## config.mk

```make
export PLATFORM = sky130hd
export DESIGN_NAME = cpu_run_ctrl
export DESIGN_NICKNAME = d
export VERILOG_FILES = /design/src/rtl/cpu_ctrl_pkg.sv /design/src/rtl/sat_counter.sv /design/src/rtl/cpu_run_ctrl.sv
export SDC_FILE = /design/constraint.sdc
export NUM_CORES = 1
export LEC_CHECK = 0
export BUFFER_PORTS_ARGS = -buffer_cell sky130_fd_sc_hd__buf_2
export CORE_MARGIN = 2
export CORE_UTILIZATION = 55
export CTS_CLUSTER_DIAMETER = 30
export DETAILED_ROUTE_END_ITERATION = 12
export PLACE_DENSITY = 0.79
export SETUP_SLACK_MARGIN = 0.02
export SYNTH_ARGS = -nofsm -noshare
export SYNTH_HDL_FRONTEND = slang
export SYNTH_SLANG_ARGS = --single-unit
```

## constraint.sdc

```tcl
create_clock -name clk -period 2.5 [get_ports clk]
set_clock_uncertainty 0.1 [all_clocks]
set_input_delay 0.125 -clock clk [delete_from_list [all_inputs] [get_ports clk]]
set_output_delay 0.125 -clock clk [all_outputs]
set_load 0.05 [all_outputs]
```

## src/rtl/cpu_ctrl_pkg.sv

```systemverilog
// Shared types and constants for the CPU run/step/stop sequencer.
package cpu_ctrl_pkg;

    typedef enum logic [1:0] {
        CmdRun   = 2'd0,
        CmdStep  = 2'd1,
        CmdStop  = 2'd2,
        CmdReset = 2'd3
    } cmd_e;

    typedef enum logic [2:0] {
        StIdle      = 3'd0,
        StRun       = 3'd1,
        StStep      = 3'd2,
        StStopped   = 3'd3,
        StResetCore = 3'd4
    } state_e;

    typedef enum logic [2:0] {
        ReasonNone     = 3'd0,
        ReasonUser     = 3'd1,
        ReasonStep     = 3'd2,
        ReasonSelfLoop = 3'd3,
        ReasonTimeout  = 3'd4,
        ReasonBreak    = 3'd5
    } reason_e;

    // Cycles the core reset is held after entering StResetCore.
    localparam int unsigned RST_HOLD = 2;

endpackage

```

## src/rtl/sat_counter.sv

```systemverilog
// Saturating up-counter with synchronous clear; holds at all-ones.
module sat_counter #(
    parameter int unsigned W = 16
) (
    input  logic         clk,
    input  logic         rst,
    input  logic         clear,
    input  logic         inc,
    output logic [W-1:0] count
);

    logic [W-1:0] count_q, count_d;

    always_comb begin
        count_d = count_q;
        if (clear) begin
            count_d = '0;
        end else if (inc && (count_q != '1)) begin
            count_d = count_q + W'(1);
        end
    end

    always_ff @(posedge clk) begin
        if (!rst) begin
            count_q <= '0;
        end else begin
            count_q <= count_d;
        end
    end

    assign count = count_q;

endmodule

```

## src/rtl/cpu_run_ctrl.sv

```systemverilog
// Run/step/stop sequencer for the accumulator CPU core; detects jump-to-self termination.
// Optional breakpoint support is built when CPU_RUN_CTRL_BREAKPOINT_EN is defined.
module cpu_run_ctrl
    import cpu_ctrl_pkg::*;
#(
    parameter int unsigned IP_W       = 8,
    parameter int unsigned CNT_W      = 16,
    parameter int unsigned MAX_CYCLES = 1000
) (
    input  logic             clk,
    input  logic             rst,
    input  logic             cmd_valid,
    input  logic [1:0]       cmd_op,
    output logic             cmd_ready,
    input  logic [IP_W-1:0]  ip,
`ifdef CPU_RUN_CTRL_BREAKPOINT_EN
    input  logic             bp_en,
    input  logic [IP_W-1:0]  bp_addr,
`endif
    output logic             core_en,
    output logic             core_rst,
    output logic [2:0]       state,
    output logic [2:0]       stop_reason,
    output logic             done,
    output logic [CNT_W-1:0] cycle_cnt
);

    localparam bit          WD_EN     = (MAX_CYCLES != 0);
    localparam int unsigned RST_CNT_W = (RST_HOLD > 1) ? $clog2(RST_HOLD) : 1;

    state_e                 state_q, state_d;
    reason_e                reason_q, reason_d;
    logic [IP_W-1:0]        prev_ip_q, prev_ip_d;
    logic                   prev_valid_q, prev_valid_d;
    logic                   done_q, done_d;
    logic [RST_CNT_W-1:0]   rst_cnt_q, rst_cnt_d;
    logic                   bp_skip_q, bp_skip_d;

    cmd_e                   cmd;
    logic                   cmd_fire;
    logic                   acc_run, acc_step, acc_stop, acc_reset;
    logic                   in_run, self_loop, bp_hit, wd_last, wd_over;
    logic                   run_mask, stop_run;
    logic                   bp_en_w;
    logic [IP_W-1:0]        bp_addr_w;
    logic [31:0]            cnt_ext;

`ifdef CPU_RUN_CTRL_BREAKPOINT_EN
    assign bp_en_w   = bp_en;
    assign bp_addr_w = bp_addr;
`else
    assign bp_en_w   = 1'b0;
    assign bp_addr_w = '0;
`endif

    assign cmd       = cmd_e'(cmd_op);
    assign cmd_fire  = cmd_valid && cmd_ready;
    assign acc_run   = cmd_fire && (cmd == CmdRun);
    assign acc_step  = cmd_fire && (cmd == CmdStep);
    assign acc_stop  = cmd_fire && (cmd == CmdStop);
    assign acc_reset = cmd_fire && (cmd == CmdReset);

    assign in_run    = (state_q == StRun);
    assign self_loop = prev_valid_q && (ip == prev_ip_q);
    assign bp_hit    = bp_en_w && (ip == bp_addr_w) && !bp_skip_q;
    assign cnt_ext   = 32'(cycle_cnt);

    // The last allowed cycle still executes; only an already-exhausted budget masks the enable.
    assign wd_last   = WD_EN && (cnt_ext == MAX_CYCLES - 32'd1);
    assign wd_over   = WD_EN && (cnt_ext >= MAX_CYCLES);

    assign run_mask  = self_loop || bp_hit || wd_over || acc_stop || acc_reset;
    assign stop_run  = in_run && (run_mask || wd_last);
    assign core_en   = (in_run && !run_mask) || (state_q == StStep);

    always_ff @(posedge clk) begin
        if (!rst) begin
            state_q <= StResetCore;
        end else begin
            state_q <= state_d;
        end
    end

    always_comb begin
        state_d      = state_q;
        reason_d     = reason_q;
        prev_ip_d    = prev_ip_q;
        prev_valid_d = prev_valid_q;
        rst_cnt_d    = rst_cnt_q;
        bp_skip_d    = 1'b0;

        if (core_en) begin
            prev_ip_d    = ip;
            prev_valid_d = 1'b1;
        end

        unique case (state_q)
            StIdle, StStopped: begin
                if (acc_run) begin
                    state_d      = StRun;
                    reason_d     = ReasonNone;
                    prev_valid_d = 1'b0;
                    // Resuming on a breakpoint address must be able to execute past it.
                    bp_skip_d    = (state_q == StStopped);
                end else if (acc_step) begin
                    state_d  = StStep;
                    reason_d = ReasonNone;
                end else if (acc_reset) begin
                    state_d   = StResetCore;
                    rst_cnt_d = '0;
                end
            end
            StRun: begin
                if (acc_reset) begin
                    state_d   = StResetCore;
                    rst_cnt_d = '0;
                end else if (stop_run) begin
                    state_d = StStopped;
                    if (self_loop) begin
                        reason_d = ReasonSelfLoop;
                    end else if (bp_hit) begin
                        reason_d = ReasonBreak;
                    end else if (wd_last || wd_over) begin
                        reason_d = ReasonTimeout;
                    end else begin
                        reason_d = ReasonUser;
                    end
                end
            end
            StStep: begin
                state_d  = StStopped;
                reason_d = ReasonStep;
            end
            StResetCore: begin
                reason_d     = ReasonNone;
                prev_valid_d = 1'b0;
                if (rst_cnt_q == RST_CNT_W'(RST_HOLD - 1)) begin
                    state_d = StIdle;
                end else begin
                    rst_cnt_d = rst_cnt_q + RST_CNT_W'(1);
                end
            end
            default: begin
                state_d   = StResetCore;
                rst_cnt_d = '0;
            end
        endcase

        done_d = (state_d == StStopped) && (state_q != StStopped);
    end

    always_ff @(posedge clk) begin
        if (!rst) begin
            reason_q     <= ReasonNone;
            prev_ip_q    <= '0;
            prev_valid_q <= 1'b0;
            done_q       <= 1'b0;
            rst_cnt_q    <= '0;
            bp_skip_q    <= 1'b0;
        end else begin
            reason_q     <= reason_d;
            prev_ip_q    <= prev_ip_d;
            prev_valid_q <= prev_valid_d;
            done_q       <= done_d;
            rst_cnt_q    <= rst_cnt_d;
            bp_skip_q    <= bp_skip_d;
        end
    end

    always_comb begin
        cmd_ready = 1'b0;
        core_rst  = 1'b0;
        unique case (state_q)
            StIdle, StRun, StStopped: cmd_ready = 1'b1;
            StStep:                   cmd_ready = 1'b0;
            StResetCore:              core_rst  = 1'b1;
            default:                  core_rst  = 1'b1;
        endcase
    end

    assign state       = state_q;
    assign stop_reason = reason_q;
    assign done        = done_q;

    sat_counter #(
        .W (CNT_W)
    ) u_cycle_cnt (
        .clk   (clk),
        .rst   (rst),
        .clear (state_q == StResetCore),
        .inc   (core_en),
        .count (cycle_cnt)
    );

endmodule

```

Word level (Yosys, flattened, before mapping)
Index checks and enable logic that the tools add are counted.
{ "word_totals": {"regBits": 33, "latch_bits": 0, "ram_bits": 0, "romBits": 0, "output_inout_bits": 26, "word_cells": 79, "memories": 0} }
{ "op_classes": {"addsub": 2, "n_mul": 0, "div_mod_pow": 0, "n_lt_le_gt_ge": 1, "eq_ne": 17, "n_shift": 0, "mux": 24, "n_bitwise": 2, "reduce_logical": 26} }
{ "ops": {"columns": ["op", "n"], "rows": [
  ["$mux W3", 12],
  ["$pmux W3 S4", 2],
  ["$add A16 B1 Y16 const B", 1],
  ["$eq A16 B10 Y1 const B", 1],
  ["$ge A16 B10 Y1 const B", 1],
  ["$ne A16 B16 Y1 const B", 1],
  ["$logic_and A1 B1 Y1", 10],
  ["$eq A3 B2 Y1 const B", 3],
  ["$eq A8 B8 Y1", 1],
  ["$mux W1", 8],
  ["$logic_or A1 B1 Y1", 6],
  ["$ne A2 B2 Y1 const B", 3],
  ["$eq A2 B2 Y1 const B", 2],
  ["$pmux W1 S4", 1],
  ["$reduce_and A4 Y1", 1],
  ["$reduce_bool A4 Y1", 1],
  ["$reduce_or A2 Y1", 2],
  ["$reduce_or A4 Y1", 1],
  ["$eq A3 B1 Y1 const B", 1],
  ["$eq A3 B3 Y1 const B", 1],
  ["$logic_not A3 Y1", 1],
  ["$ne A3 B2 Y1 const B", 1],
  ["$ne A3 B3 Y1 const B", 1],
  ["$reduce_and A3 Y1", 1],
  ["other kinds (8)", 9]
]} }

Logic depth before layout (Yosys ltp)
Gate-level depths: netlist of the first run.
{ "depth": {"word_depth": 14, "mapped_depth": 8, "ltp_nobuf": 6} }

By module
Synthesis of the first run repeated with hierarchy kept, for this count alone.
{ "unflattened": {"hier_cells": 216, "hier_area_um2": 1870.5} }
{ "modules_own_cells": {"columns": ["module", "n_inst", "cells_each", "area_per_inst_um2"], "rows": [
  ["cpu_run_ctrl", 1, 125, 1006.0],
  ["sat_counter", 1, 91, 864.6]
]} }

Worst setup path after synthesis of the first run
No wires, ideal clock.
{ "synth_path": {"path_kind": "reg-to-reg", "from": "reg state_q[0] (netlist: state[0])", "to": "reg prev_ip_q[0]", "setup_ns": 0.072, "arrival_ns": 2.211, "setup_slack_ns": 0.117, "path_stages_with_launch": 8, "period_less_slack_ns": 2.383, "path_cell_list": "dfxtp_1 buf_2 nand2b_1 nor2b_2 a41oi_4 buf_6 nor2_4 mux2i_1"} }
{ "synth_via": {"elab_chain_cells": 10} }
{ "synth_lines": {"columns": ["item", "line_no", "rtl"], "rows": [
  ["from (decl)", "cpu_run_ctrl.sv:31", "state_e state_q, state_d;"],
  ["from (signal assigned)", "cpu_run_ctrl.sv:78", "state_q <= StResetCore;"],
  ["from (signal assigned)", "cpu_run_ctrl.sv:80", "state_q <= state_d;"],
  ["$eq A3 B1 Y1, or another cell as far along", "cpu_run_ctrl.sv:63, cpu_run_ctrl.sv:173", null],
  ["$reduce_or A3 Y1", "cpu_run_ctrl.sv:173", "unique case (state_q)"],
  ["$mux W1", "cpu_run_ctrl.sv:173", null],
  ["$logic_and A1 B1 Y1", "cpu_run_ctrl.sv:57", "assign cmd_fire = cmd_valid && cmd_ready;"],
  ["$logic_and A1 B1 Y1", "cpu_run_ctrl.sv:60", "assign acc_stop = cmd_fire && (cmd == CmdStop);"],
  ["$logic_or A1 B1 Y1 (2 in a row)", "cpu_run_ctrl.sv:72", "assign run_mask = self_loop || bp_hit || wd_over || acc_stop || acc_reset;"],
  ["$logic_not A1 Y1", "cpu_run_ctrl.sv:74", "assign core_en = (in_run && !run_mask) || (state_q == StStep);"],
  ["$logic_and A1 B1 Y1", "cpu_run_ctrl.sv:74", null],
  ["$logic_or A1 B1 Y1 (*)", "cpu_run_ctrl.sv:74", null],
  ["net core_en", "cpu_run_ctrl.sv:20", "output logic core_en,"],
  ["to (signal assigned)", "cpu_run_ctrl.sv:162", "prev_ip_q <= prev_ip_d;"],
  ["to (decl)", "cpu_run_ctrl.sv:33", "logic [IP_W-1:0] prev_ip_q, prev_ip_d;"]
]} }
Mark *: on every way through the listed nets, which the timed path passes. The rest lies on a longest branch.
A chain may end at the register's enable or synchronous reset.

Final worst setup path of the first run
{ "layout_path": {"from": "reg state_q[1] (netlist: state[1])", "to": "out core_en"} }
{ "layout_via": {"elab_chain_cells": 10} }
{ "layout_lines": {"columns": ["item", "line_no"], "rows": [
  ["$eq A3 B1 Y1, or another cell as far along", "cpu_run_ctrl.sv:63, cpu_run_ctrl.sv:173"],
  ["$reduce_or A3 Y1", "cpu_run_ctrl.sv:173"],
  ["$mux W1", "cpu_run_ctrl.sv:173"],
  ["$logic_and A1 B1 Y1", "cpu_run_ctrl.sv:57"],
  ["$logic_and A1 B1 Y1", "cpu_run_ctrl.sv:60"],
  ["$logic_or A1 B1 Y1 (2 in a row)", "cpu_run_ctrl.sv:72"],
  ["$logic_not A1 Y1", "cpu_run_ctrl.sv:74"],
  ["$logic_and A1 B1 Y1", "cpu_run_ctrl.sv:74"],
  ["$logic_or A1 B1 Y1 (*)", "cpu_run_ctrl.sv:74"],
  ["to (decl)", "cpu_run_ctrl.sv:20"]
]} }
Mark *: on every way between the ends. The rest lies on a longest branch, timed or not.

==> results of run 1 <==
==> how the worst min path moves through the flow <==
stage | depth (start not counted) | from | slack [ns] | to
final | 3 | ip[4] | 0.02 | prev_ip_q[4]
after global routing | 3 | ip[4] | 0.008 | prev_ip_q[4]
after CTS | 3 | ip[4] | 0.003 | prev_ip_q[4]
after detailed placement | 3 | ip[6] | 0.30 | prev_ip_q[6]
after global placement | 3 | ip[3] | 0.29 | prev_ip_q[3]
after floorplan | 2 | ip[0] | 0.17 | prev_ip_q[0]
==> final cells by class <==
cell class,count,share of cell area
multi-input cells,192,0.538
flip-flops and latches,33,0.273
repair buffers,49,0.118
clock buffers,6,0.0300
well taps,48,0.0248
inverters,8,0.0124
clock inverters,2,0.00414
==> synth_stat cells (all sizes together) (3+ instances only) <==
library cell	instances	area, sq um
dfxtp	33	661
clkbuf	6	22.5
and3	4	25.0
mux2i	13	130
nor2	11	48.8
nor4	7	65.1
a21boi	5	37.5
buf	7	66.3
a21oi	14	70.1
xor2	3	26.3
nor3	6	35.0
nand2	34	128
xnor2	7	61.3
or4	9	67.6
nor2b	3	28.8
o21ai	6	30.0
o31ai	11	82.6
nand4	18	119
inv	8	30.0
nand3	6	30.0
nand2b	7	43.8
and2	3	20.0
==> metal layers <==
layer,up-vias,track usage,part of all wire
met5,-,0,0
li1,1012,-,-
met1,877,0.334,0.49
met2,81,0.364,0.44
met4,0,0.0781,0.016
met3,9,0.0565,0.060
==> logic make-up after synthesis <==
family	share of synthesized area
and+or+nand+nor	0.320
AOI/OAI and AO/OA	0.185
xor gates and xnor gates	0.0425
DFF	0.320
muxes	0.0631
adders and majority gates	0.0121
buffers and inverters	0.0576
==> power breakdown <==
group	switching [mW]	internal (mW)	total [mW]
Clock	0.198	0.193	0.391
Combinational	0.106	0.0527	0.159
Sequential	0.00300	0.531	0.534
Total	0.307	0.776	1.08
==> worst max-delay path: cells and delay by family (launching register included) <==
family,cells,cell delay [ns]
simple gates,3,0.61
flops,1,0.49
compound gates,1,0.35
buf+inv,1,0.28
==> metrics by stage <==
stage,hold slack (ns),setup slack (ns),utilization
6_report,0.0153,0.249,0.666
2_1_floorplan,0.167,0.117,-
5_1_grt,0.00837,0.111,0.666
3_3_place_gp,0.294,0.339,0.623
3_5_place_dp,0.299,0.308,0.623
4_1_cts,0.00302,0.234,0.661
==> state kept, by name, summed over array words and instances, names as in the netlist <==
signal             flops
state                  3
done                   1
prev_ip_q              8
prev_valid_q           1
u_cycle_cnt.count     16
stop_reason            3
rst_cnt_q              1
==> repair_timing <==
action	4_1_cts	5_1_grt
setup endpoints to repair	1	1
gates resized for setup	0	0
pin swaps	1	1
setup buffers	1	0
hold endpoints to repair	5	0
hold buffers	5	0
gates cloned	0	1
==> flow_summary.toml, run 1 <==
[setup_path]
critPathCapture = "core_en"
worst_path_largest_cell_delay_ns = 0.49
worstRegToRegCells = 6
worstPathRequired_ns = 2.28
r2r-start = "u_cycle_cnt.count[1]"
worst-path-max-fanout = 27
arrival_ns = 2.03
startpoint = "state[1]"
ff2ff_setup_slack_ns = 0.30
path_class = "flip-flop to output port"
end_kind = "output port"
worstPathCellList = "nor2b_4, nor3_2, a31o_4, nor2_4, buf_2"
cp-start-kind = "flip-flop"
slowest_stage = "dfxtp_1"
reg2reg_to = "u_cycle_cnt.count[10]"

[sta]
report.final.slew_viol_count = 0
finalHoldViolCount = 0
setup_viol = 0
rsz0062_at_grt = "no"
fmax_ghz = 0.444
tightest_slew_ns = 0.571
period_needed_ns = 2.25
setup_tns_ns = 0
fin_crit_sh = 0.900
slew_headroom = 0.620

[layout]
final_cells = 338
final_nets = 304
multi_input_area_sq_mm = 0.00130
final_common_cell = "buf_2"
post-route-cell-area_sq_mm = 0.00242
num_antenna_cells = 0
drive_above_1_share = 0.224
num-fill-cells = 337
area_delta_synth_final_pct = 17.2
regArea_sq_um = 661
final_cell_mix = "38 x buf_2, 34 x nand2_1, 33 x dfxtp_1"

[logic_synthesis]
synth_area_per_cell_sq_um = 8.42
syn_area_sq_mm = 0.00206
yosys_warnings = 0
seq_area_frac_synth = 0.320
netlist_instances = 245
synth_cell_types = 49
ys.flop_type = "dfxtp_1"
synth-edff-count = 0
synthesis.nets = 260
async_reset_ff_frac = 0
ys_ff_latch = 33

[global_routing]
grt_pass1_wl_um = 7990
grt_max_degree = 28
antenna_found_initial = 0
grt_util_all_layers = 0.239
grt_overflow_total = 0
first_global_vias = 1739

[detailed_routing]
vias = 1979
dr.first_iter.drc_count = 173
dr.pass1.iters = 4
drc_errors = 0
wl_um = 4660
via_per_inst = 5.86
wl_per_cell_um = 13.8
ant_nets = 0

[power]
vdd_drop_max_mv = 0.385
power_leakage_nw = 0.885
power_mw = 1.08
p_per_area_mw_per_mm2 = 448

[hold_path]
worst_hold_path_type = "input pin to flip-flop"

[clocking]
cts_buffers = 5
clock_latency_ns = 0.29
clock_path_buffers = 2
cts.htree.levels = 2
cts_sinks = 33
cts-root-buf = "clkbuf_8"
clk_pin_slew_worst_paths_ns = 0.07
cts_tree = "done"

[placement]
placed_cell_area_sq_mm = 0.00226
hpwl_um = 3310
placedCellCount = 323
gp_congestion = 0.844
io_buffers = 38

[die]
die_area_sq_mm = 0.00426
initial_core_util = 0.568
chipWidth_um = 65.3
num_rows = 22
core_area_sq_mm = 0.00363
die_y_um = 65.3
ios = 39

[run_status]
status = "completed"

[job]
drv_cap = 0
No activity file was read; power rests on OpenSTA's default activity.
==> run 2: changes to the inputs <==
Settings changed: CTS_BUF_LIST set to sky130_fd_sc_hd__clkbuf_8, SLEW_MARGIN set to 25.
==> flow_summary.toml, run 2 (same netlist as run 1, synthesis figures left out) <==
[layout]
num-fill-cells = 337
num_antenna_cells = 0
final_cell_mix = "38 x buf_2, 34 x nand2_1, 33 x dfxtp_1"
final_cells = 338
area_delta_synth_final_pct = 17.2
drive_above_1_share = 0.224
final_nets = 304
post-route-cell-area_sq_mm = 0.00242
largest_reg_flops = 16
final_common_cell = "buf_2"

[clocking]
cts_tree = "done"
cts_buffers = 5
cts_sinks = 33
cts-root-buf = "clkbuf_8"
clock_path_buffers = 2
clock_latency_ns = 0.29
clk_pin_slew_worst_paths_ns = 0.07
cts.htree.levels = 2
cts_resized = 0

[sta]
holdWs_ns = 0.0148
period_needed_ns = 2.25
fin_crit_sh = 0.901
rsz0062_at_grt = "no"
tightest_slew_ns = 0.569
fin_ws_ns = 0.247
report.final.slew_viol_count = 0
slew_headroom = 0.621
finalHoldViolCount = 0
setup_tns_ns = 0
fmax_ghz = 0.444
setup_viol = 0

[global_routing]
grt_use_met1 = 0.334
grt-busiest-layer = "met2"
grt_overflow_total = 0
grt_max_degree = 28
grt.met3_usage = 0.0565
globalRouteMet2Util = 0.364
antenna_found_initial = 0
grt_pass1_wl_um = 7990
grt_util_all_layers = 0.239
first_global_vias = 1739

[setup_path]
cp-start-kind = "flip-flop"
worstPathRequired_ns = 2.28
arrival_ns = 2.03
worstRegToRegCells = 4
reg2reg_to = "u_cycle_cnt.count[11]"
worst-path-max-fanout = 27
ff2ff_setup_slack_ns = 0.31
end_kind = "output port"
path_class = "flip-flop to output port"
r2r-start = "u_cycle_cnt.count[10]"

[hold_path]
holdPathStages = 3
worst_hold_path_type = "input pin to flip-flop"
min_from = "ip[4]"
hold_path_end = "prev_ip_q[4]"

[power]
vdd_drop_max_mv = 0.385
p_sw_frac = 0.285
power_switching_mw = 0.308
comb_power_share = 0.147
p_per_area_mw_per_mm2 = 447
clkPwrFrac = 0.358
p_int_mw = 0.772
power_frac_seq = 0.495
power_leakage_nw = 0.889

[run_status]
status = "completed"

[die]
die_y_um = 65.3
ios = 39
die_area_sq_mm = 0.00426
num_rows = 22
chipWidth_um = 65.3
core_area_sq_mm = 0.00363
initial_core_util = 0.568

[placement]
place_ws_ns = 0.308
io_buffers = 38
hpwl_um = 3310
placedCellCount = 323
gp_congestion = 0.844
placed_cell_area_sq_mm = 0.00226

[detailed_routing]
wl_per_cell_um = 13.7
drc_errors = 0
ant_nets = 0
vias = 1958
via_per_inst = 5.79
dr.first_iter.drc_count = 173
wl_um = 4650
dr.pass1.iters = 4

[job]
drv_cap = 0
## run 2: cell type report
cell class,instances,area [sq um],area share
clock buffers,5,68.8,0.0285
multi-input cells,192,1300,0.538
flip-flops and latches,33,661,0.273
repair buffers,49,285,0.118
inverters,8,30.0,0.0124
clock inverters,3,13.8,0.00569
well taps,48,60.1,0.0248
## run 2: per-stage QoR
step                      total power, mW   util
after floorplan                     0.666      -
after global placement              0.694  0.623
after detailed placement            0.697  0.623
after CTS                            1.09  0.661
after global routing                 1.13  0.666
final                                1.08  0.666
## run 2: what timing repair did
action                                 CTS  global route
cloned                                   0             1
setup endpoints to repair                1             1
hold buffers                             5             0
endpoints found under the hold margin    5             0
buffers inserted                         1             0
pin swaps                                1             1
## run 2: worst max path at each step
| stage | start | to | slack, ns | depth (start not counted) |
|---|---|---|---|---|
| 4_1_cts | state[1] | core_en | 0.23 | 5 |
| 6_report | state[1] | core_en | 0.25 | 5 |
| 2_1_floorplan | state[0] | prev_ip_q[0] | 0.12 | 7 |
| 3_5_place_dp | state[1] | core_en | 0.31 | 5 |
| 3_3_place_gp | u_cycle_cnt.count[10] | core_en | 0.34 | 4 |
| 5_1_grt | state[1] | core_en | 0.11 | 5 |
## run 2: per-layer routing
metal  up-vias  wire (um)
met5         -          0
met3         7        261
met2        67       2050
met4         0         68
li1       1013          -
met1       871       2260
## run 2: critical path, stage by stage, from the launching register on
cell and delay [ns]:
dfxtp_1 0.49, nor2b_4 0.36, nor3_2 0.10, a31o_4 0.35
nor2_4 0.15, buf_2 0.28
## run 2: power groups by stage
| stage | logic, mW | clock network (mW) | registers, mW |
|---|---|---|---|
| after global placement | 0.148 | 0 | 0.546 |
| after CTS | 0.157 | 0.398 | 0.534 |
| after global routing | 0.177 | 0.421 | 0.534 |
| final | 0.159 | 0.387 | 0.534 |
| after floorplan | 0.110 | 0 | 0.556 |
| after detailed placement | 0.151 | 0 | 0.546 |
==> run 3: changes to the inputs <==
Settings changed: CORE_UTILIZATION 55 to 40, PLACE_DENSITY 0.79 to unset.
Clock period 2.5 ns to 2.65 ns, I/O delays scaled along.
==> flow_summary.toml, run 3 (same netlist as run 1, synthesis figures left out) <==
[setup_path]
arrival_ns = 2.12
worstPathRequired_ns = 2.42
ff2ff_setup_slack_ns = 0.36
reg2reg_to = "u_cycle_cnt.count[2]"
path_class = "flip-flop to output port"
slowest_stage = "dfxtp_1"
worstRegToRegCells = 5
r2r-start = "state[0]"
cp-start-kind = "flip-flop"
end_kind = "output port"
worst-path-max-fanout = 27
worst_path_largest_cell_delay_ns = 0.53
worstPathCellList = "nand2b_1, nor2b_2, a41oi_4, nor2_4, buf_2"

[hold_path]
worst_hold_path_type = "input pin to flip-flop"
min_from = "ip[7]"
holdPathStages = 3
hold_path_end = "prev_ip_q[7]"

[die]
chipWidth_um = 75.8
num_rows = 26
die_y_um = 75.8
die_area_sq_mm = 0.00575
core_area_sq_mm = 0.00504
initial_core_util = 0.409
ios = 39

[detailed_routing]
wl_um = 4700
drc_errors = 0
vias = 1913
dr.first_iter.drc_count = 97
via_per_inst = 5.43
dr.pass1.iters = 4
wl_per_cell_um = 13.3
ant_nets = 0

[layout]
final_common_cell = "buf_2"
final_nets = 296
post-route-cell-area_sq_mm = 0.00240
fin_util = 0.476
largest_reg_flops = 16
multi_input_area_sq_mm = 0.00128
num-fill-cells = 512
num_antenna_cells = 0
regArea_sq_um = 661
area_delta_synth_final_pct = 16.3
drive_above_1_share = 0.220
final_cells = 352
final_cell_mix = "38 x buf_2, 34 x nand2_1, 33 x dfxtp_1"

[placement]
placed_cell_area_sq_mm = 0.00227
place_ws_ns = 0.319
hpwl_um = 3470
gp_congestion = 0.850
io_buffers = 38
placedCellCount = 343

[sta]
setup_viol = 0
slew_headroom = 0.482
fin_ws_ns = 0.302
setup_tns_ns = 0
period_needed_ns = 2.35
rsz0062_at_grt = "no"
fmax_ghz = 0.426
fin_crit_sh = 0.886
finalHoldViolCount = 0
report.final.slew_viol_count = 0
holdWs_ns = 0.0108
tightest_slew_ns = 0.775

[clocking]
clk_pin_slew_worst_paths_ns = 0.07
cts_buffers = 5
cts_sinks = 33
clock_latency_ns = 0.28
cts.htree.levels = 2
cts_tree = "done"
cts_hold_buf = 0
clock_path_buffers = 2
cts-root-buf = "clkbuf_8"
cts_resized = 0

[power]
power_leakage_nw = 0.870
p_per_area_mw_per_mm2 = 473
power_mw = 1.14
vdd_drop_max_mv = 0.223

[global_routing]
antenna_found_initial = 0
first_global_vias = 1691
grt_max_degree = 28
grt_pass1_wl_um = 7920
grt_util_all_layers = 0.177
grt_overflow_total = 0

[run_status]
status = "completed"

[job]
drv_cap = 0
==> run 3: layer usage <==
metal / GRT usage / part of all wire / wire [um]
met5: 0 / 0 / 0
met2: 0.266 / 0.45 / 2120
met4: 0.0526 / 0.013 / 59
met3: 0.0317 / 0.029 / 138
met1: 0.257 / 0.51 / 2390
==> run 3: report_power, final <==
part | total (mW) | switching, mW | internal (mW) | leakage, nW
combinational | 0.143 | 0.0986 | 0.0442 | 0.541
clock | 0.488 | 0.185 | 0.303 | 0.0626
sequential | 0.504 | 0.00337 | 0.501 | 0.266
total | 1.14 | 0.287 | 0.848 | 0.870
==> run 3: worst max path at each step <==
stage               slack, ns     start      endpoint
finish                   0.30  state[0]       core_en
global route             0.17  state[0]       core_en
CTS                      0.30  state[0]       core_en
detailed placement       0.32  state[0]       core_en
global placement         0.39  state[0]       core_en
floorplan                0.27  state[0]  prev_ip_q[0]
==> run 3: timing repair <==
action                                 in CTS  in global routing
endpoints found under the hold margin       0                  0
buffers inserted                            1                  0
setup endpoints to repair                   1                  0
==> run 3: final cells by class <==
cell class	count	area share
multi-input cells	191	0.535
flip-flops and latches	33	0.275
repair buffers	42	0.0918
well taps	70	0.0365
clock buffers	6	0.0344
clock inverters	2	0.0141
inverters	8	0.0125
==> run 3: worst max-delay path: cells and delay by family, from the launching register on <==
kind,cells,cell delay (ns)
AO/OA/AOI/OAI,1,0.39
AND/OR/NAND/NOR,3,0.63
buffers and inverters,1,0.28
flip-flops,1,0.53
